[config.mk]
export PLATFORM = sky130hd
export DESIGN_NAME = serial_byte_rx_ctrl
export DESIGN_NICKNAME = d
export VERILOG_FILES = /design/src/rtl/serial_rx_pkg.sv /design/src/rtl/shift_reg_en.sv /design/src/rtl/serial_byte_rx_ctrl.sv
export SDC_FILE = /design/constraint.sdc
export NUM_CORES = 1
export LEC_CHECK = 0
export CAP_MARGIN = 30
export CORE_ASPECT_RATIO = 0.75
export CORE_UTILIZATION = 30
export CTS_BUF_LIST = sky130_fd_sc_hd__clkbuf_2 sky130_fd_sc_hd__clkbuf_4 sky130_fd_sc_hd__clkbuf_8
export CTS_CLUSTER_SIZE = 12
export DETAILED_ROUTE_END_ITERATION = 10
export SYNTH_ARGS = -nofsm -noshare
export SYNTH_HDL_FRONTEND = slang
export SYNTH_SLANG_ARGS = --single-unit
[constraint.sdc]
create_clock -name CLK -period 4.44 [get_ports CLK]
set_clock_uncertainty 0.1 [all_clocks]
set_input_delay 0.666 -clock CLK [delete_from_list [all_inputs] [get_ports CLK]]
set_output_delay 0.666 -clock CLK [all_outputs]
set_load 0.005 [all_outputs]
[src/rtl/serial_rx_pkg.sv]
// Shared types and defaults for the serial byte receive controller.
package serial_rx_pkg;

    // Frame sequencer states: waiting for START, or collecting bits.
    typedef enum logic {
        IDLE  = 1'b0,
        SHIFT = 1'b1
    } rx_state_t;

    localparam int DEFAULT_DATA_WIDTH     = 8;
    localparam int DEFAULT_TIMEOUT_CYCLES = 64;

endpackage

[src/rtl/shift_reg_en.sv]
// LSB-first right-shift register: new bits enter at the MSB, so after WIDTH
// shifts the first bit received sits in bit 0.
module shift_reg_en
    import serial_rx_pkg::*;
#(
    parameter int WIDTH = DEFAULT_DATA_WIDTH
) (
    input  logic             clk,
    input  logic             rst_n,
    input  logic             en,
    input  logic             clr,
    input  logic             din,
    output logic [WIDTH-1:0] q
);

    // Clear has priority over shifting so a frame restart never mixes in a bit.
    always_ff @(posedge clk or negedge rst_n) begin
        if (!rst_n) begin
            q <= '0;
        end else if (clr) begin
            q <= '0;
        end else if (en) begin
            q <= {din, q[WIDTH-1:1]};
        end
    end

endmodule

[src/rtl/serial_byte_rx_ctrl.sv]
// Frames strobed serial bits into DATA_WIDTH-bit words, enforces an
// inter-bit timeout and hands finished words to a single-entry output buffer.
//
// Output handshake: DATA_OUT is a word only while DATA_VALID is high, and it
// is held stable until the cycle in which DATA_VALID and DATA_READY are both
// high; that cycle's rising edge consumes it. A word finishing in that same
// cycle replaces it and DATA_VALID stays high.
module serial_byte_rx_ctrl
    import serial_rx_pkg::*;
#(
    parameter int DATA_WIDTH     = DEFAULT_DATA_WIDTH,
    parameter int TIMEOUT_CYCLES = DEFAULT_TIMEOUT_CYCLES
) (
    input  logic                  CLK,
    input  logic                  nRST,
    input  logic                  START,
    input  logic                  BIT_STROBE,
    input  logic                  SERIAL_IN,
    input  logic                  DATA_READY,
    input  logic                  CLR_OVR,
    output logic [DATA_WIDTH-1:0] DATA_OUT,
    output logic                  DATA_VALID,
    output logic                  BUSY,
    output logic                  FRAME_ERR,
    output logic                  OVERRUN,
    output logic                  DBG_STATE
);

    localparam int BCW  = $clog2(DATA_WIDTH + 1);
    localparam int TCW  = (TIMEOUT_CYCLES > 0) ? $clog2(TIMEOUT_CYCLES + 1) : 1;
    // Abort happens on the cycle the idle count would reach the limit.
    localparam int TLIM = (TIMEOUT_CYCLES > 0) ? TIMEOUT_CYCLES - 1 : 0;

    rx_state_t             state;
    logic [BCW-1:0]        bit_cnt;
    logic [TCW-1:0]        tmo_cnt;
    logic [DATA_WIDTH-1:0] shreg;
    logic [DATA_WIDTH-1:0] word_next;
    logic                  shift_en;
    logic                  last_bit;
    logic                  timeout_hit;
    logic                  can_load;
    logic                  shreg_lsb_unused;

    // A strobe only shifts inside a frame and never on a restart cycle.
    assign shift_en = (state == SHIFT) && BIT_STROBE && !START;

    shift_reg_en #(
        .WIDTH (DATA_WIDTH)
    ) u_shift (
        .clk   (CLK),
        .rst_n (nRST),
        .en    (shift_en),
        .clr   (START),
        .din   (SERIAL_IN),
        .q     (shreg)
    );

    // The finished word is the post-shift value, taken directly so that it
    // can reach the buffer on the same edge as the final strobe.
    assign word_next        = {SERIAL_IN, shreg[DATA_WIDTH-1:1]};
    assign shreg_lsb_unused = shreg[0];

    assign last_bit    = shift_en && (bit_cnt == BCW'(DATA_WIDTH - 1));
    assign timeout_hit = (TIMEOUT_CYCLES != 0) && (state == SHIFT) && !START &&
                         !BIT_STROBE && (tmo_cnt == TCW'(TLIM));
    assign can_load    = !DATA_VALID || DATA_READY;

    assign BUSY      = (state == SHIFT);
    assign DBG_STATE = state;

    // Frame sequencer with its counters and all registered outputs; later
    // assignments win, so an overrun set beats a same-cycle clear.
    always_ff @(posedge CLK or negedge nRST) begin
        if (!nRST) begin
            state      <= IDLE;
            bit_cnt    <= '0;
            tmo_cnt    <= '0;
            DATA_OUT   <= '0;
            DATA_VALID <= 1'b0;
            FRAME_ERR  <= 1'b0;
            OVERRUN    <= 1'b0;
        end else begin
            FRAME_ERR <= 1'b0;
            if (DATA_VALID && DATA_READY) begin
                DATA_VALID <= 1'b0;
            end
            if (CLR_OVR) begin
                OVERRUN <= 1'b0;
            end
            unique case (state)
                IDLE: begin
                    if (START) begin
                        state   <= SHIFT;
                        bit_cnt <= '0;
                        tmo_cnt <= '0;
                    end
                end
                SHIFT: begin
                    if (START) begin
                        bit_cnt <= '0;
                        tmo_cnt <= '0;
                    end else if (BIT_STROBE) begin
                        tmo_cnt <= '0;
                        if (last_bit) begin
                            state   <= IDLE;
                            bit_cnt <= '0;
                            if (can_load) begin
                                DATA_OUT   <= word_next;
                                DATA_VALID <= 1'b1;
                            end else begin
                                OVERRUN <= 1'b1;
                            end
                        end else begin
                            bit_cnt <= bit_cnt + BCW'(1);
                        end
                    end else if (timeout_hit) begin
                        state     <= IDLE;
                        bit_cnt   <= '0;
                        tmo_cnt   <= '0;
                        FRAME_ERR <= 1'b1;
                    end else if (tmo_cnt != '1) begin
                        tmo_cnt <= tmo_cnt + TCW'(1);
                    end
                end
                default: begin
                    state <= IDLE;
                end
            endcase
        end
    end

endmodule
# ---- After elaboration in Yosys (flattened, before gate mapping)
# Index checks and enable logic that the tools add are counted.
# W data, S select, Z words.
dict set report totals {
  regBits 31
  output_inout_bits 13
}
dict set report op_classes {
  n_eq_ne 6
  bitwise 2
  addsub 2
  n_mux 36
  reduce_logical 15
}
# operator count
set op_table {}
lappend op_table {{$mux W7} 5}
lappend op_table {{$mux W1} 21}
lappend op_table {{$mux W4} 5}
lappend op_table {{$mux W8} 2}
lappend op_table {{$pmux W7 S2} 1}
lappend op_table {{$pmux W4 S2} 1}
lappend op_table {{$add A7 B1 Y7 const B} 1}
lappend op_table {{$eq A7 B6 Y1 const B} 1}
lappend op_table {{$logic_and A1 B1 Y1} 7}
lappend op_table {{$ne A7 B7 Y1 const B} 1}
lappend op_table {{$ne A5 B3 Y1 const B} 1}
lappend op_table {{$reduce_and A5 Y1} 1}
lappend op_table {{$add A4 B1 Y4 const B} 1}
lappend op_table {{$eq A4 B3 Y1 const B} 1}
lappend op_table {{$ne A4 B3 Y1 const B} 1}
lappend op_table {{$reduce_and A2 Y1} 2}
lappend op_table {{$logic_not A1 Y1} 3}
lappend op_table {{$ne A2 B2 Y1 const B} 1}
lappend op_table {{$not A1 Y1} 2}
lappend op_table {{$pmux W1 S2} 1}
lappend op_table {{$reduce_bool A2 Y1} 1}
lappend op_table {{$logic_or A1 B1 Y1} 1}

# ---- Logic depth before layout (Yosys ltp)
dict set report logic_depth {
  depth_word 8
  mapped_depth 6
  depth_no_buf 5
}

# ---- Hierarchy
# From an unflattened synthesis, not the netlist that was laid out.
dict set report hier_totals {
  cells_unflattened 130
  area_unflattened_um2 1522.7
}
# mod area_each_um2 n_inst seq_area_each_um2 cells_each
set by_module_without_submodules {}
lappend by_module_without_submodules {serial_byte_rx_ctrl 1197.4 1 575.6 104}
lappend by_module_without_submodules {shift_reg_en 325.3 1 200.2 26}

# ---- Least setup slack after synthesis
# OpenSTA, ideal clock, no wires.
dict set report synth_path {
  path_kind {in2reg}
  start {input port BIT_STROBE}
  end {register DATA_OUT[0]}
  t_arrival_ps 1662
  slack_ps 2553
  path_stages 5
  setup_time_ps 125
  path_cell_list {nand2_2 > or3_4 > nor2b_4 > buf_12 > mux2_4}
}
dict set report synth_between {
  elab_chain_cells 4
}
# element line_no
set synth_lines {}
lappend synth_lines {{from (decl)} serial_byte_rx_ctrl.sv:17} ;# input logic BIT_STROBE,
lappend synth_lines {{$logic_and A1 B1 Y1 (2 in series)} serial_byte_rx_ctrl.sv:46} ;# assign shift_en = (state == SHIFT) && BIT_STROBE && !START;
lappend synth_lines {{$logic_and A1 B1 Y1} serial_byte_rx_ctrl.sv:64} ;# assign last_bit = shift_en && (bit_cnt == BCW'(DATA_WIDTH - 1));
lappend synth_lines {{$reduce_and A5 Y1 (no source line) *} n/a}
lappend synth_lines {{to (signal assigned)} serial_byte_rx_ctrl.sv:109} ;# DATA_OUT <= word_next;
lappend synth_lines {{to (decl)} serial_byte_rx_ctrl.sv:21} ;# output logic [DATA_WIDTH-1:0] DATA_OUT,
# Mark *: on every way between the ends. The rest lies on a longest branch, timed or not.
# A chain may end at the register's enable or synchronous reset.

# ---- Final worst setup path
dict set report layout_path {
  start {input port BIT_STROBE}
  end {register DATA_OUT[3]}
}
# Same word-level chain as after synthesis.

==> reports/qor.csv <==
metric;value;unit
Crit path largest cell delay;620;ps
detailed-route wire length;2700;um
Max clock buf depth;2;
final core occ;0.385;
area of the mapped netlist;1390;um^2
path category of the worst min-delay check;flop to flop;
non-filler instance count after layout;201;
clock transition at the register clock pins on the worst setup and hold paths after CTS;60;ps
total design power;0.000536;W
number of global-route vias before repair;953;
setup_tns;0;ps
endpoint of the worst-slack reg-to-reg timing path;DATA_OUT[3];
startpoint of the worst-slack reg-to-reg timing path;BUSY;
crit path kind;primary input to flop;
setup repair after global routing missed its margin;no;
GR Overflow Total;0;
final worst path period need;2480;ps
share of total power in combinational logic;0.052;
Pre-antenna DRT Iters;4;
synthesized instance count;121;
most used standard cell by instance count after synthesis;sky130_fd_sc_hd__dfrtp_1;
CP Capture Type;flop;
post-synth top area share;0.539;
Primary FF master, synth;sky130_fd_sc_hd__dfrtp_1;
I/O pin count;20;
count of hold-fix buffers inserted at cts;0;
max-cap check violation count;0;
Switch Pwr;0.000116;W
Clock Tree Root;sky130_fd_sc_hd__clkbuf_8;
cells along the critical path;clkdlybuf4s50_1 > nand2_2 > or3_4 > nor2b_4 > mux2_4;
maximum clock rate;0.403;GHz
dominant cells by area after synthesis;sky130_fd_sc_hd__dfrtp_1 54%, sky130_fd_sc_hd__mux2_4 8.6%, sky130_fd_sc_hd__nand2_1 4.8%, sky130_fd_sc_hd__a21oi_1 4.3%, sky130_fd_sc_hd__ha_1 1.8%;
switching fraction of total power;0.217;
pin slew with the least headroom to its limit;509;ps
Internal Pwr Total;0.000420;W
Post-CTS Repair Setup Buffers;0;
remaining routing DRC violations;0;
Worst slew margin;0.659;
via total after detailed routing;966;
Port-buffer cells;19;
pin count of the biggest net entering global routing;31;
H-tree depth reported by CTS;2;
part of the power in the clock network;0.425;
nature of the critical path startpoint;primary input;
EDFF count, synth;0;
global-route wire length before repair;4510;um
internal reg-to-reg setup slack;2340;ps
Leakage;0.726;nW
HPWL after detailed placement;1970;um
P&R area growth vs syn;23.2;%
net count of the mapped netlist;130;
number of setup violations in the final report;0;
violation count after the first detailed-routing iteration;69;
CTS buffer count;5;
final cycle utilization of the critical path;0.559;
share of post-route cells with drive strength above 1;0.174;
Synth warnings;0;
count of placed standard cells including taps;193;
antenna violations before repair;0;
synthesized area per cell;11.5;um^2
count of cells resized by post-cts repair;0;
Worst path top cell family by delay;simple AND/OR/NAND/NOR gates;
Worst Hold Path Cells;1;
height of the chip;61.0;um
ys async rst share;1.00;
critical path peak fanout;9;
total global-route track usage;0.125;
total die area;4930;um^2
most common library cells after synthesis;30 x sky130_fd_sc_hd__dfrtp_1, 18 x sky130_fd_sc_hd__nand2_1, 12 x sky130_fd_sc_hd__a21oi_1;
Worst IR Drop VDD;135;uV
fill cell total of the finished layout;436;
Via density;4.81;
Worst EP arrival;2540;ps
post-DR wirelength/cell;13.4;um
slowest cell on the critical path;sky130_fd_sc_hd__clkdlybuf4s50_1;
relative contribution of sequential cells to total power;0.523;
routability-driven placement congestion ratio;0.784;
total count of max-transition violations in the final report;0;
outcome;finished clean;
CTS tree;built;
count of state elements after synthesis;30;
final hold vios;0;
total power per unit cell area;312;nW/um^2
worst path buffer plus inverter count;1;
source of the worst hold timing path;tmo_cnt[6];
Die X;80.7;um
Core Box Area;4470;um^2
Hold Crit Endpoint;FRAME_ERR;
antenna fix cells;0;
total number of placement rows;21;
count of distinct cell types in the synthesized netlist;39;
starting utilization of the core area;0.312;
top cell type by total area after synthesis;sky130_fd_sc_hd__dfrtp_1;
TritonCTS Sinks;30;
Worst-Skew Late Latency;270;ps
number of nets in the layout;152;
critical path required time;4500;ps
number of cells traversed by the worst register-to-register path;4;
Seq/Total Area, Yosys;0.539;
remaining number of nets flagged by the antenna check after routing;0;
area by class of cell:
| type | count | area (um^2) | area share |
|---|---|---|---|
| sequential | 30 | 751 | 0.437 |
| multi-input combinational | 83 | 592 | 0.345 |
| timing repair buffer | 20 | 198 | 0.115 |
| clock buffer | 7 | 90.1 | 0.0524 |
| tap | 57 | 71.3 | 0.0415 |
| inverter | 3 | 11.3 | 0.00655 |
| clock inverter | 1 | 5.00 | 0.00291 |
power by group through the flow:
stage | clock network, W | registers (W) | logic (W)
floorplan | 0 | 0.000284 | 0.0000129
global placement | 0 | 0.000285 | 0.0000274
detailed placement | 0 | 0.000285 | 0.0000285
CTS | 0.000234 | 0.000280 | 0.0000286
global route | 0.000249 | 0.000280 | 0.0000320
finish | 0.000228 | 0.000280 | 0.0000279
registers in the layout, indices dropped and copies added, names as in the netlist:
| register | flops |
|---|---|
| DATA_OUT | 8 |
| tmo_cnt | 7 |
| u_shift.q | 7 |
| bit_cnt | 4 |
| BUSY | 1 |
| DATA_VALID | 1 |
| FRAME_ERR | 1 |
| OVERRUN | 1 |
logic make-up (layout without fill, tap and decap cells):
family | count (synthesis) | after routing | share of synthesized area
buffers and inverters | 8 | 31 | 0.0368
AOI/OAI and AO/OA | 25 | 25 | 0.114
adders and majority gates | 2 | 2 | 0.0180
and+or+nand+nor | 43 | 43 | 0.171
DFF | 30 | 30 | 0.539
muxes | 11 | 11 | 0.109
xor gates and xnor gates | 2 | 2 | 0.0126
metal layers:
layer  part of all wire  global-route usage  vias up
li1                   -                   -      473
met4             0.0074              0.0383        0
met3              0.039              0.0444        2
met1               0.49               0.170      472
met2               0.46               0.190       19
met5                  0                   0        -
how the worst max path moves through the flow:
stage                     startpoint     endpoint  slack, ps  cells after the start
final                     BIT_STROBE  DATA_OUT[3]       1960                      5
after global routing           START  DATA_OUT[3]       1860                      4
after CTS                      START  DATA_OUT[3]       1970                      4
after detailed placement       START  DATA_OUT[3]       1680                      4
after global placement    BIT_STROBE  DATA_OUT[7]       1720                      5
after floorplan           BIT_STROBE  DATA_OUT[0]       2550                      5
through the flow:
step	hold WS [ps]	cell area, um^2	setup WS [ps]
floorplan	270	1390	2550
global route	426	1720	1860
detailed placement	397	1620	1680
CTS	410	1720	1970
finish	406	1720	1960
global placement	390	1620	1720
placed cells by master (no fill, tap or decap), types with 3 or more instances in the layout:
cell,Yosys,routed
sky130_fd_sc_hd__inv_1,3,3
sky130_fd_sc_hd__clkdlybuf4s50_1,0,19
sky130_fd_sc_hd__nor2_1,4,4
sky130_fd_sc_hd__mux2_4,8,8
sky130_fd_sc_hd__a21oi_1,12,12
sky130_fd_sc_hd__dfrtp_1,30,30
sky130_fd_sc_hd__clkbuf_8,0,6
sky130_fd_sc_hd__nand2_1,18,18
Note: power is estimated with default switching activity, not from simulation.
